<file path="src/rtl/sclk_generator.sv">
// Serial clock burst generator with per-transaction half period, CPOL and CPHA.
// Edge strobes lead output_clk transitions by one clk cycle.
module sclk_generator #(
   parameter int HP_WIDTH  = 8,
   parameter int CNT_WIDTH = 8
) (
   input  logic                 clk,
   input  logic                 rst,
   input  logic                 trigger,
   input  logic                 abort,
   input  logic [HP_WIDTH-1:0]  half_period,
   input  logic [CNT_WIDTH-1:0] num_cycles,
   input  logic                 cpol,
   input  logic                 cpha,
   output logic                 output_clk,
   output logic                 busy,
   output logic                 done,
   output logic                 pre_leading_edge,
   output logic                 pre_trailing_edge,
   output logic                 sample_strobe,
   output logic                 shift_strobe
);

   typedef enum logic {
      IDLE,
      RUN
   } state_t;

   state_t               state_q, state_d;
   logic [HP_WIDTH-1:0]  hp_q, hp_d;
   logic [CNT_WIDTH-1:0] n_q, n_d;
   logic                 cpol_q, cpol_d;
   logic                 cpha_q, cpha_d;
   logic [HP_WIDTH-1:0]  phase_q, phase_d;
   logic [CNT_WIDTH:0]   edges_q, edges_d;
   logic                 clk_out_q, clk_out_d;
   logic                 done_q, done_d;

   logic run;
   logic accept;
   logic last_phase;
   logic last_edge;
   logic lead;
   logic trail;

   assign run        = (state_q == RUN);
   assign accept     = (state_q == IDLE) && trigger && !abort;
   assign last_phase = (phase_q == hp_q - 1'b1);
   // edges_q is one bit wider than n_q, so 2N always fits
   assign last_edge  = ((edges_q + 1'b1) == {n_q, 1'b0});

   always_comb begin
      state_d   = state_q;
      hp_d      = hp_q;
      n_d       = n_q;
      cpol_d    = cpol_q;
      cpha_d    = cpha_q;
      phase_d   = phase_q;
      edges_d   = edges_q;
      clk_out_d = clk_out_q;
      done_d    = 1'b0;
      unique case (state_q)
         IDLE: begin
            if (accept) begin
               hp_d      = (half_period == '0) ?
                           HP_WIDTH'(1) : half_period;
               n_d       = num_cycles;
               cpol_d    = cpol;
               cpha_d    = cpha;
               clk_out_d = cpol;
               phase_d   = '0;
               edges_d   = '0;
               if (num_cycles != '0) begin
                  state_d = RUN;
               end else begin
                  done_d = 1'b1;
               end
            end
         end
         RUN: begin
            if (abort) begin
               state_d   = IDLE;
               clk_out_d = cpol_q;
            end else if (last_phase) begin
               phase_d   = '0;
               clk_out_d = ~clk_out_q;
               edges_d   = edges_q + 1'b1;
               if (last_edge) begin
                  state_d   = IDLE;
                  done_d    = 1'b1;
                  clk_out_d = cpol_q;
               end
            end else begin
               phase_d = phase_q + 1'b1;
            end
         end
         default: begin
            state_d = IDLE;
         end
      endcase
   end

   always_ff @(posedge clk) begin
      if (rst) begin
         state_q   <= IDLE;
         hp_q      <= '0;
         n_q       <= '0;
         cpol_q    <= 1'b0;
         cpha_q    <= 1'b0;
         phase_q   <= '0;
         edges_q   <= '0;
         clk_out_q <= 1'b0;
         done_q    <= 1'b0;
      end else begin
         state_q   <= state_d;
         hp_q      <= hp_d;
         n_q       <= n_d;
         cpol_q    <= cpol_d;
         cpha_q    <= cpha_d;
         phase_q   <= phase_d;
         edges_q   <= edges_d;
         clk_out_q <= clk_out_d;
         done_q    <= done_d;
      end
   end

   assign lead  = run && last_phase && (clk_out_q == cpol_q);
   assign trail = run && last_phase && (clk_out_q != cpol_q);

   assign output_clk        = clk_out_q;
   assign busy              = run;
   assign done              = done_q;
   assign pre_leading_edge  = lead;
   assign pre_trailing_edge = trail;
   assign sample_strobe     = cpha_q ? trail : lead;
   assign shift_strobe      = cpha_q ? lead : trail;

endmodule
</file>
<file path="config.mk">
export PLATFORM = sky130hd
export DESIGN_NAME = sclk_generator
export DESIGN_NICKNAME = d
export VERILOG_FILES = /design/src/rtl/sclk_generator.sv
export SDC_FILE = /design/constraint.sdc
export NUM_CORES = 1
export LEC_CHECK = 0
export ABC_AREA = 1
export CAP_MARGIN = 10
export CORE_MARGIN = 4
export CORE_UTILIZATION = 55
export CTS_CLUSTER_SIZE = 28
export DETAILED_ROUTE_END_ITERATION = 8
export GPL_TIMING_DRIVEN = 0
export PLACE_DENSITY_LB_ADDON = 0.05
export SYNTH_ARGS = -nofsm -noshare
export SYNTH_HDL_FRONTEND = slang
export SYNTH_SLANG_ARGS = --single-unit
export TNS_END_PERCENT = 1
</file>
<file path="constraint.sdc">
create_clock -name clk -period 2.9 [get_ports clk]
set_clock_uncertainty 0.05 [all_clocks]
set_input_delay 0.435 -clock clk [delete_from_list [all_inputs] [get_ports clk]]
set_output_delay 0.435 -clock clk [all_outputs]
set_load 0.05 [all_outputs]
</file>
Word-level counts from Yosys, hierarchy flattened. Index checks and enable logic that the tools add are counted.

Output and inout bits: 7. Logic and storage cells: 62. Flip-flop bits (word level): 38.

Equal/unequal tests: 8. Bitwise logic cells: 2. Reduce and logical (&&, ||, !) cells: 12. Multiplexer cells: 28. Add/sub/neg operators: 3.

Operators with widths (count): 2-to-1 mux 8 bit (4); 2-to-1 mux 9 bit (3); case mux 9 bit (2 select lines) (1); 2-to-1 mux 1 bit (16); case mux 8 bit (2 select lines) (1); adder 9 x 1 -> 9 bit (second input constant) (1); equality test 9 bit (1); adder 8 x 1 -> 8 bit (second input constant) (1); equality test 8 bit (1); logical NOT 8 bit (1); nonzero test 8 bit (1); subtractor 8 x 1 -> 8 bit (second input constant) (1); case mux 1 bit (2 select lines) (3); AND reduction 2 bit (3); logical AND 1 bit (5); != test 2 bit (second input constant) (2); != test 3 x 2 -> 1 bit (second input constant) (1); AND reduction 3 bit (1); != test 2 x 1 -> 1 bit (second input constant) (1); inverter 1 bit (2); equality test 1 bit (1); logical NOT 1 bit (1); != test 1 bit (1).

Longest topological paths before layout. Gate-level depths: netlist (run 1).

Depth after elaboration: 6. Mapped depth: 14.

Worst setup path before layout (run 1). OpenSTA, ideal clock, no wires.

Path kind: register to output. From: reg hp_q[0]. To: out sample_strobe. Path buffers: 0. Cell stages (with the launch flop): 14. Arrival time: 2355 ps. Setup slack: 60 ps. Cells stage by stage: dfxtp_1 > inv_2 > ha_1 > nand2_1 > inv_1 > nor3_2 > nand3_2 > nor2_2 > nand3_4 > nor2_4 > inv_2 > nor2_4 > nand2_1 > o21ai_1.

Longest elaborated chain between the ends: 5. Elaborated cells on any way between the ends: 6. Those cells by class: add/sub: 1; eq/ne: 1; mux: 1; reduce/logical: 3.

Ends and longest elaborated chain: from (decl) (line 30) `logic [HP_WIDTH-1:0] hp_q, hp_d;`; from (signal assigned) (line 116) `hp_q <= hp_d;`; subtractor 8 x 1 -> 8 bit (line 48) `assign last_phase = (phase_q == hp_q - 1'b1);`; equality test 8 bit (line 48); logical AND 1 bit (2 in a row) (line 127) `assign lead = run && last_phase && (clk_out_q == cpol_q);`; via pre_leading_edge (line 18) `output logic pre_leading_edge,`; 2-to-1 mux 1 bit (line 135) `assign sample_strobe = cpha_q ? trail : lead;`; to (decl) (line 20) `output logic sample_strobe,`.

The timed path passes the listed nets, and every way through them passes these cells.

Worst setup path in the final report (run 1).
From: reg hp_q[0]. To: out sample_strobe.

Longest elaborated chain between the ends: 5. Elaborated cells on any way between the ends: 6. Those cells by class: add/sub: 1; eq/ne: 1; mux: 1; reduce/logical: 3.

Ends and longest elaborated chain (line): subtractor 8 x 1 -> 8 bit * (48); equality test 8 bit * (48); logical AND 1 bit * (127, 128); logical AND 1 bit, on equally long branches (127, 128); 2-to-1 mux 1 bit * (135).

Mark *: on every way between the ends. The rest lies on a longest branch, timed or not.

==> results of run 1 <==
## sequential cells by signal, indices dropped and copies added, names as in the netlist
| name | cells |
|---|---|
| output_clk | 1 |
| phase_q | 8 |
| cpol_q | 1 |
| hp_q | 8 |
| n_q | 8 |
| cpha_q | 1 |
| busy | 1 |
| edges_q | 9 |
| done | 1 |
## area by class of cell
type | instances | share of cell area, %
Multi-Input combinational cell | 255 | 50.7
Buffer | 10 | 1.63
Clock buffer | 7 | 2.76
Timing Repair Buffer | 28 | 9.64
Sequential cell | 38 | 27.6
Tap cell | 50 | 2.26
Inverter | 40 | 5.43
## synth_stat cells (5+ instances only)
cell type	number	area [um^2]
a21oi_1	35	175
clkbuf_1	7	26.3
dfxtp_1	38	761
inv_1	35	131
inv_2	5	18.8
nand2_1	80	300
nand3_1	26	130
nand3b_1	5	37.5
nand4_1	5	31.3
nor2_1	25	93.8
nor2_2	7	43.8
nor2_4	5	56.3
o21ai_0	18	90.1
xnor2_1	9	78.8
xor2_1	8	70.1
## repair_timing
item	in CTS	in global routing
gates resized for setup	18	7
setup buffers	0	1
setup endpoints to repair	4	4
endpoints found under the hold margin	0	0
pin swaps	0	1
## per-layer routing
metal  wire (um)  vias up  track usage (%)
met1        2660     1005             31.0
met5           0        -                0
met3         510        5             4.24
li1            -     1182                -
met4          39        0             6.64
met2        2460       83             33.9
## power breakdown
| part | total [mW] | internal (mW) | switching, mW |
|---|---|---|---|
| Clock | 0.343 | 0.166 | 0.178 |
| Combinational | 0.244 | 0.0934 | 0.151 |
| Sequential | 0.564 | 0.546 | 0.0187 |
## critical path, delay by kind of cell, from the launching register on
family	cells	cell delay, ns
buffers and inverters	4	0.36
AO/OA/AOI/OAI	1	0.07
flip-flops	1	0.34
AND/OR/NAND/NOR	8	0.87
adder cells (fa/ha/maj)	1	0.30
## worst max-delay path by stage
stage                              endpoint  slack, ns  cells past startpoint
final                         sample_strobe       0.19                     14
after global routing           shift_strobe       0.01                     14
after CTS                 pre_trailing_edge      0.002                     12
after detailed placement      sample_strobe      -0.23                     14
after global placement         shift_strobe      -0.19                     14
after floorplan               sample_strobe       0.06                     13
## cell families (layout without fill, tap and decap cells)
group	Yosys count	count (layout)	share of synthesized area (%)
flip-flops	38	38	32.3
AO/OA/AOI/OAI	63	63	14.3
adder cells (fa/ha/maj)	3	3	1.60
XOR/XNOR	17	17	6.33
buffers and inverters	50	85	8.29
AND/OR/NAND/NOR	172	172	37.2
## cells in the final DEF (no fill, tap or decap), types with 2 or more instances in the layout
master / count
o21ai_0: 18
nor2_4: 6
nor2_1: 25
dfxtp_1: 37
clkbuf_1: 9
ha_1: 3
a211oi_1: 2
a21oi_2: 3
nor2_2: 6
nand2_4: 2
buf_2: 2
a21oi_1: 35
nor3_1: 2
nand3_1: 26
xor2_1: 8
xnor2_1: 9
or2_1: 4
nor4_1: 2
nand2_1: 80
inv_2: 5
nand3b_1: 5
buf_4: 4
nand3_2: 3
clkbuf_8: 5
clkdlybuf4s50_1: 23
o21ai_1: 3
nand4_1: 5
inv_1: 35
==> impl_results.md, run 1 <==
- Status: completed
- Die Y: 73.4 um
- Register area: around 760 um^2
- Hold Path Origin: n_q[6]$_SDFFE_PP0P_
- Residual DRC: 0
- Worst Setup End Kind: primary output
- Tmin final: 2.71 ns
- Total track usage: 22.0%
- Critical R2R Launch: hp_q[0]$_SDFFE_PP0P_
- Total grt overflow: 0
- Multi-input logic area: 1400 um^2
- Register-to-Register Path Depth: 13
- Final setup TNS: 0 ns
- Row count: 23
- CTS Hold Bufs: 0
- Initial antenna violation count: 0
- Achievable clock frequency: 369 MHz
- Final setup viols: 0
- Worst Max-Slew Pin Slew: 0.547 ns
- Worst R2R End: edges_q[0]$_SDFFE_PP0P_
- Post-DR wirelength/cell: 13.3 um
- Cell Area, Synth: 2350 um^2
- LEAKAGE: ~1.1 nW
- CTS buffer count: 5
- Reg-to-reg slack, setup: 0.73 ns
- Util after Layout: around two thirds
- Clk slew on worst S/H paths: 0.07 ns
- WS Path Type: reg -> out
- Clock Tree Buf Depth: 2
- RSZ-0062 raised after global routing: no
- Post-synthesis cell type count: 34
- Critical path cell sequence: inv_2 -> ha_1 -> nand2_1 -> inv_1 -> nor3_2 -> nand3_2 -> nor2_4 -> nand3_4 -> nor2_4 -> inv_2 -> nor2_4 -> nand2_1 -> o21ai_1 -> buf_4
- Post-synth EDFFs: 0
- Die Area: 5390 um^2
- Final ANT Viol Nets: 0
- PwrDens: ~420 nW/um^2
- Yosys reg bits: 38
- CORE AREA: 4060 um^2
- CTS Sinks: 38
- Layout Cells excl Fill: 428
- Period utilisation layout: between 90% and 100%
- Top_reg_cell synth: dfxtp_1
- Seq/Total Area, Yosys: 32.3%
- Avg Cell Area, Syn: between 6 and 7 um^2
- Hold slack: 0.419 ns
- Worst-Skew Late Latency: 0.29 ns
- Setup ws final: roughly 0.19 ns
- Crit Path Max Fanout: 4
- WP data required: about 2.4 ns
- Crit path from: hp_q[0]$_SDFFE_PP0P_
- CTS tree: built
- Yosys warnings: 0
- Final cell area excluding filler cells: roughly 2800 um^2
- Async S/R FF share, synth: 0%
- CP max stage cell: dfxtp_2
- Dpl cell area: between 2000 and 3000 um^2
- First-pass GRT wire length: 9140 um
- Pre-CTS setup slack: -0.234 ns
- Hold path cells: 2
- Final RePlAce weighted congestion: 0.842
- PortBufs: 27
- # nets final: 403
- Placed Cells incl. Taps: 420
- Hold Vio Cnt, Final: 0
- CP dominant cell by count: nor2_4
- Top-level port count: 29
- Initial cell density of the core: 58.0%
- Slew margin rel.: 63.5%
- Max-Cap Viols: 0
- Pwr Total: 1.15 mW
- Total number of vias: 2,275
- Layout cell share with drive strength beyond 1: 11.4%
- Vias in the first global route: approximately 2,000
- Crit start category: register
- Crit path arrival time: 2.23 ns
- DIE WIDTH: 73.4 um
- Initial drt markers: 147
- Post-DP HPWL: 4310 um
- Net Count, Synth: 368
- H-tree depth: 2
- Hold Path Class: reg -> reg
- Cells after synthesis: roughly 340
- Largest net degree at the start of global routing: 11
- Layout area overhead: 17.5%
- Hold Crit Endpoint: n_q[6]$_SDFFE_PP0P_
- Clock tree root driver cell: clkbuf_8
- Via density: between 5 and 6
- Peak supply drop: 236 uV
- Total of fill cells in the finished design: 380
- Inserted Diodes: 0
- Final Max Tran Viols: 0
- Max incr delay on CP: 0.34 ns
- Final wirelength: 5670 um
- Pre-antenna DRT Iters: 4
(Power assumes the default switching activity.)
==> run 2: changes to the inputs <==
CORE_UTILIZATION = 60   (was 55)
SLEW_MARGIN = 20   (was default)
==> run 2 against run 1 <==
Effect of this change:
- via count down 0.18%
- first-iteration DRC count is 4.8% higher
- cell area is 0.14% higher
- utilization rose by 6.4 points
- clock power up 13%
- clock-buffer cell count unchanged
- critical endpoint unchanged
- non-clock buffer count is 1 lower
- wire length barely moved
- global-route usage rose by 1.2 points
- combinational power about the same
- sequential share of layout area fell by 0.083 points
==> impl_results.md, run 2 (synthesized netlist as in run 1, its figures left out) <==
- Final setup TNS: 0 ns (unchanged)
- Initial antenna violation count: 0 (unchanged)
- Peak supply drop: 289 uV (+22%)
- CTS Sinks: 38 (unchanged)
- Total of fill cells in the finished design: 314 (-17%)
- Placed Cells incl. Taps: 418 (-0.48%)
- Pre-antenna DRT Iters: 4 (unchanged)
- Post-CTS setup buffers: 0 (unchanged)
- CP max stage cell: dfxtp_1
- CTS tree: built
- Inserted Diodes: 0 (unchanged)
- Hold Crit Endpoint: n_q[7]$_SDFFE_PP0P_
- Post-DR wirelength/cell: 13.3 um (+0.40%)
- Status: completed
- Final RePlAce weighted congestion: 0.937 (+11%)
- Pre-CTS setup slack: -0.230 ns (+0.00478 ns)
- CORE AREA: 3720 um^2 (-8.4%)
- Max incr delay on CP: 0.36 ns (+0.02 ns)
- Initial cell density of the core: 63.3% (+5.3 points)
- Crit Path Max Fanout: 4 (unchanged)
- Pwr Total: 1.20 mW (+3.8%)
- Global route hottest layer: met2
- Final wirelength: 5670 um (about the same)
- Most frequent cells in the layout: nand2_1 (80), dfxtp_1 (38), inv_1 (35), a21oi_1 (35), nand3_1 (26)
- Worst R2R End: output_clk$_SDFFE_PP0P_
- Total track usage: 23.1% (+1.2 points)
- Total grt overflow: 0 (unchanged)
- Residual DRC: 0 (unchanged)
- RSZ-0062 raised after global routing: yes
- LEAKAGE: 1.13 nW (+0.41%)
- Achievable clock frequency: 361 MHz (-2.1%)
- Critical R2R Launch: edges_q[1]$_SDFFE_PP0P_
- Crit start category: register
- Clock Tree Buf Depth: 2 (unchanged)
- CTS buffer count: 5 (unchanged)
- Slew margin rel.: 60.3% (-3.3 points)
- Post-DP HPWL: 4280 um (-0.69%)
- Vias in the first global route: 2,077 (+4.6%)
- Reg-to-reg slack, setup: 0.81 ns (+0.08 ns)
- Most common cell after layout, fill and taps aside: nand2_1
- Kind of cell adding the most delay to the critical path: simple AND/OR/NAND/NOR gates
- Hold Path Class: reg -> reg
- WS Path Type: reg -> out
- Max-Cap Viols: 0 (unchanged)
- Total number of vias: 2,271 (-0.18%)
- Initial drt markers: 154 (+4.8%)
- Max reg flops: 9 (unchanged)
- CTS Hold Bufs: 0 (unchanged)
- Worst Max-Slew Pin Slew: 0.596 ns (+0.0488 ns)
- Top reg by flops: edges_q
- Worst-Skew Late Latency: 0.29 ns (about the same)
- Period utilisation layout: 95.5% (+2.0 points)
- Row count: 22 (-4.3%)
- Largest net degree at the start of global routing: 12 (+1)
- Die Y: 70.6 um (-3.8%)
- DIE WIDTH: 70.6 um (-3.8%)
- WP data required: 2.41 ns (about the same)
- Via density: 5.33 (+0.29%)
- Layout area overhead: 17.7%
- Worst Setup End Kind: primary output
- Layout Cells excl Fill: 426 (-0.47%)
- CP dominant cell by count: nor2_4
- Top-level port count: 29 (unchanged)
- Final setup viols: 0 (unchanged)
- Clock tree root driver cell: clkbuf_8
- Tmin final: 2.77 ns (+0.0589 ns)
- M2 GR Usage: 36.9% (+3.0 points)
- Final Max Tran Viols: 0 (unchanged)
- First-pass GRT wire length: 9400 um (+2.9%)
- Layout cell share with drive strength beyond 1: 11.4% (unchanged)
- Die Area: 4990 um^2 (-7.4%)
- Met1 Use GR: 32.1% (+1.1 points)
- Critical path cell sequence: inv_2 -> ha_1 -> nand2_1 -> inv_1 -> nor3_2 -> nand3_2 -> nor2_4 -> nand3_4 -> nor2_4 -> inv_2 -> nor2_4 -> nand2_1 -> o21ai_1 -> buf_4
- H-tree depth: 2 (unchanged)
- # nets final: 402 (-0.25%)
- Buffers and inverters on the worst path: 4 (unchanged)
- Hold Vio Cnt, Final: 0 (unchanged)
- GR Layer Usage met3: 4.97% (+0.73 points)
- PwrDens: 432 nW/um^2 (+3.7%)
- Post-CTS sizing: 16 (-2)
- Clk slew on worst S/H paths: 0.07 ns (about the same)
- Hold path cells: 2 (unchanged)
- Crit path arrival time: 2.28 ns (+0.05 ns)
- Final ANT Viol Nets: 0 (unchanged)
- Hold Path Origin: n_q[7]$_SDFFE_PP0P_
- Setup ws final: 0.131 ns (-0.0589 ns)
- Register-to-Register Path Depth: 13 (unchanged)
- Util after Layout: 74.5% (+6.4 points)
- PortBufs: 27 (unchanged)
==> run 2: worst max path at each step <==
stage,start,to,cells past startpoint
2_1_floorplan,hp_q[0]$_SDFFE_PP0P_,sample_strobe,13
3_3_place_gp,hp_q[0]$_SDFFE_PP0P_,sample_strobe,14
3_5_place_dp,hp_q[0]$_SDFFE_PP0P_,sample_strobe,14
4_1_cts,hp_q[0]$_SDFFE_PP0P_,sample_strobe,14
5_1_grt,hp_q[0]$_SDFFE_PP0P_,shift_strobe,14
6_report,hp_q[0]$_SDFFE_PP0P_,sample_strobe,14
==> run 2: worst reg2reg max path: cells and delay by family, from the launching register on <==
family	cells	cell delay [ns]
DFF	1	0.46
adders and majority gates	1	0.32
AOI/OAI and AO/OA	1	0.13
and+or+nand+nor	11	1.08
==> run 2: layout make-up <==
class	instances	area, um^2	share of cell area, %
inverters	40	150	5.42
clock inverters	1	5.00	0.181
well taps	48	60.1	2.17
plain buffers	10	45.0	1.63
flip-flops and latches	38	761	27.5
multi-input cells	255	1400	50.7
clock buffers	7	86.3	3.12
repair buffers	27	259	9.35
==> run 2: through the flow <==
stage | hold slack, ns | area, um^2
finish | 0.424 | 2770
floorplan | 0.394 | 2350
detailed placement | 0.413 | 2680
global route | 0.450 | 2770
global placement | 0.409 | 2680
CTS | 0.424 | 2780
==> run 2: layer usage <==
metal	routed length (um)	up-vias	share of wire [%]
met5	0	-	0
met4	59	0	1.0
met3	336	6	5.9
met2	2540	57	45
met1	2730	1032	48
li1	-	1176	-
==> run 2: power by group <==
group / switching (mW) / internal, mW / total, mW
clock network: 0.195 / 0.192 / 0.387
registers: 0.0187 / 0.545 / 0.564
logic: 0.153 / 0.0932 / 0.246
total: 0.366 / 0.830 / 1.20
==> run 3: changes to the inputs <==
RECOVER_POWER = 25   (was default)
==> run 3 against run 2 <==
Effect of this change:
- final cell count is the same
- sequential power is essentially flat
- critical endpoint unchanged
- flip-flop and latch count is the same
- total power is essentially flat
- die area is the same
- clock-buffer cell count is the same
- largest power group unchanged
- fmax is essentially flat
==> impl_results.md, run 3 (synthesized netlist as in run 1, its figures left out) <==
- Gate power share: 20.5% (about the same)
- CTS Sinks: 38 (unchanged)
- Clock tree root driver cell: clkbuf_8
- Worst setup path endpoint: sample_strobe
- Achievable clock frequency: 361 MHz (about the same)
- Initial drt markers: 154 (unchanged)
- Crit start category: register
- Hold Vio Cnt, Final: 0 (unchanged)
- CTS buffer count: 5 (unchanged)
- Crit Path Max Fanout: 4 (unchanged)
- Hold slack: 0.424 ns (-0.0000450 ns)
- Status: completed
- Tmin final: 2.77 ns (-0.0000740 ns)
- Pint: 0.830 mW (about the same)
- H-tree depth: 2 (unchanged)
- Reg-to-reg slack, setup: 0.81 ns (about the same)
- Dpl cell area: 2680 um^2 (unchanged)
- Max-Cap Viols: 0 (unchanged)
- Top-level port count: 29 (unchanged)
- Met3 wire length: 348 um (+3.6%)
- CORE AREA: 3720 um^2 (unchanged)
- Initial antenna violation count: 0 (unchanged)
- Util after Layout: 74.5% (unchanged)
- WL met2: 2530 um (-0.39%)
- Worst R2R End: output_clk$_SDFFE_PP0P_
- Vias in the first global route: 2,077 (unchanged)
- Register-to-Register Path Depth: 13 (unchanged)
- Final ANT Viol Nets: 0 (unchanged)
- Sequential share of power: 47.1% (about the same)
- Clk slew on worst S/H paths: 0.07 ns (about the same)
- M1 wire length: 2720 um (-0.62%)
- Top reg by flops: edges_q
- Total number of vias: 2,272 (+0.044%)
- Residual DRC: 0 (unchanged)
- Max layer used: met4
- Worst Setup End Kind: primary output
- PwrDens: 432 nW/um^2 (about the same)
- Layout area overhead: 17.7% (unchanged)
- Max reg flops: 9 (unchanged)
- RSZ-0062 raised after global routing: yes
- Die Y: 70.6 um (unchanged)
- # nets final: 402 (unchanged)
- Worst-Skew Late Latency: 0.29 ns (about the same)
- Final wirelength: 5650 um (-0.26%)
- LEAKAGE: 1.13 nW (+0.34%)
- Post-CTS setup buffers: 0 (unchanged)
- Period utilisation layout: 95.5% (about the same)
- PortBufs: 27 (unchanged)
- DIE WIDTH: 70.6 um (unchanged)
- Via density: 5.33 (about the same)
- Clock Tree Buf Depth: 2 (unchanged)
- WS Path Type: reg -> out
- Inserted Diodes: 0 (unchanged)
- Total track usage: 23.1% (unchanged)
- Peak supply drop: 289 uV (about the same)
- Crit path arrival time: 2.28 ns (about the same)
- Switch Pwr: 0.366 mW (about the same)
- Largest net degree at the start of global routing: 12 (unchanged)
- Most common cell after layout, fill and taps aside: nand2_1
- Slew margin rel.: 60.3% (about the same)
- Post-DR wirelength/cell: 13.3 um (-0.26%)
- Most frequent cells in the layout: nand2_1 (80), dfxtp_1 (38), inv_1 (35), a21oi_1 (35), nand3_1 (26)
- CTS Hold Bufs: 0 (unchanged)
- Worst Max-Slew Pin Slew: 0.595 ns (-0.000587 ns)
- Pre-antenna DRT Iters: 4 (unchanged)
- Final setup TNS: 0 ns (unchanged)
- WP data required: 2.41 ns (about the same)
- Layout cell share with drive strength beyond 1: 11.4% (unchanged)
- Final Max Tran Viols: 0 (unchanged)
- CTS tree: built
- Row count: 22 (unchanged)
- Total grt overflow: 0 (unchanged)
- First-pass GRT wire length: 9400 um (unchanged)
- Clock share of power: 32.3% (about the same)
- Final setup viols: 0 (unchanged)
- Initial cell density of the core: 63.3% (unchanged)
- Hold Path Class: reg -> reg
- Crit path from: hp_q[0]$_SDFFE_PP0P_
- Post-DP HPWL: 4280 um (unchanged)
- Critical R2R Launch: edges_q[1]$_SDFFE_PP0P_
- Die Area: 4990 um^2 (unchanged)
- Final cell area excluding filler cells: 2770 um^2 (unchanged)
- Sw frac: 30.6% (about the same)
- Final RePlAce weighted congestion: 0.937 (unchanged)
- Pwr Total: 1.20 mW (about the same)
-- run 3: changes by cell type in the layout (fill, tap and decap cells not counted), sizes merged --
| cell | previous run | this run |
|---|---|---|
| clkdlybuf4s50 | 23 | 21 |
| dlygate4sd3 | 0 | 2 |
-- run 3: metrics by stage --
step / worst slack, ns / cells
final: 0.131 / 426
after global routing: -0.0620 / 426
after CTS: -0.118 / 426
after detailed placement: -0.230 / 418
after global placement: -0.191 / 418
after floorplan: 0.0605 / 343
-- run 3: worst max-delay path: stages, from the launching register on --
cell and delay [ns]:
dfxtp_1 0.36, inv_2 0.07, ha_1 0.31, nand2_1 0.07, inv_1 0.04, nor3_2 0.19, nand3_2 0.10, nor2_4 0.16
nand3_4 0.12, nor2_4 0.10, inv_2 0.05, nor2_4 0.09, nand2_1 0.06, o21ai_1 0.07, buf_4 0.21
-- run 3: cell type report --
cell class | instances | area [um^2]
multi-input cells | 255 | 1400
flip-flops and latches | 38 | 761
plain buffers | 10 | 45.0
clock inverters | 1 | 5.00
well taps | 48 | 60.1
repair buffers | 27 | 259
fillers | 314 | 947
clock buffers | 7 | 86.3
inverters | 40 | 150
-- run 3: power by group through the flow --
| stage | sequential [mW] | clock (mW) | combinational [mW] |
|---|---|---|---|
| floorplan | 0.581 | 0 | 0.159 |
| global placement | 0.575 | 0 | 0.235 |
| detailed placement | 0.576 | 0 | 0.243 |
| CTS | 0.563 | 0.387 | 0.243 |
| global route | 0.566 | 0.411 | 0.270 |
| finish | 0.564 | 0.387 | 0.245 |
-- run 3: worst min path at each step --
stage,start,end,cells after the start
2_1_floorplan,n_q[1]$_SDFFE_PP0P_,n_q[1]$_SDFFE_PP0P_,2
3_3_place_gp,n_q[7]$_SDFFE_PP0P_,n_q[7]$_SDFFE_PP0P_,2
3_5_place_dp,n_q[7]$_SDFFE_PP0P_,n_q[7]$_SDFFE_PP0P_,2
4_1_cts,n_q[7]$_SDFFE_PP0P_,n_q[7]$_SDFFE_PP0P_,2
5_1_grt,n_q[7]$_SDFFE_PP0P_,n_q[7]$_SDFFE_PP0P_,2
6_report,n_q[7]$_SDFFE_PP0P_,n_q[7]$_SDFFE_PP0P_,2
-- run 3: layer usage --
layer | global-route usage, % | up-vias
li1 | - | 1176
met2 | 36.9 | 59
met5 | 0 | -
met1 | 32.1 | 1031
met3 | 4.97 | 6
met4 | 5.64 | 0
-- run 3: repair_timing --
action,4_1_cts,5_1_grt
gates resized for setup,16,9
endpoints found under the hold margin,0,0
gates cloned,0,0
setup endpoints to repair,4,4
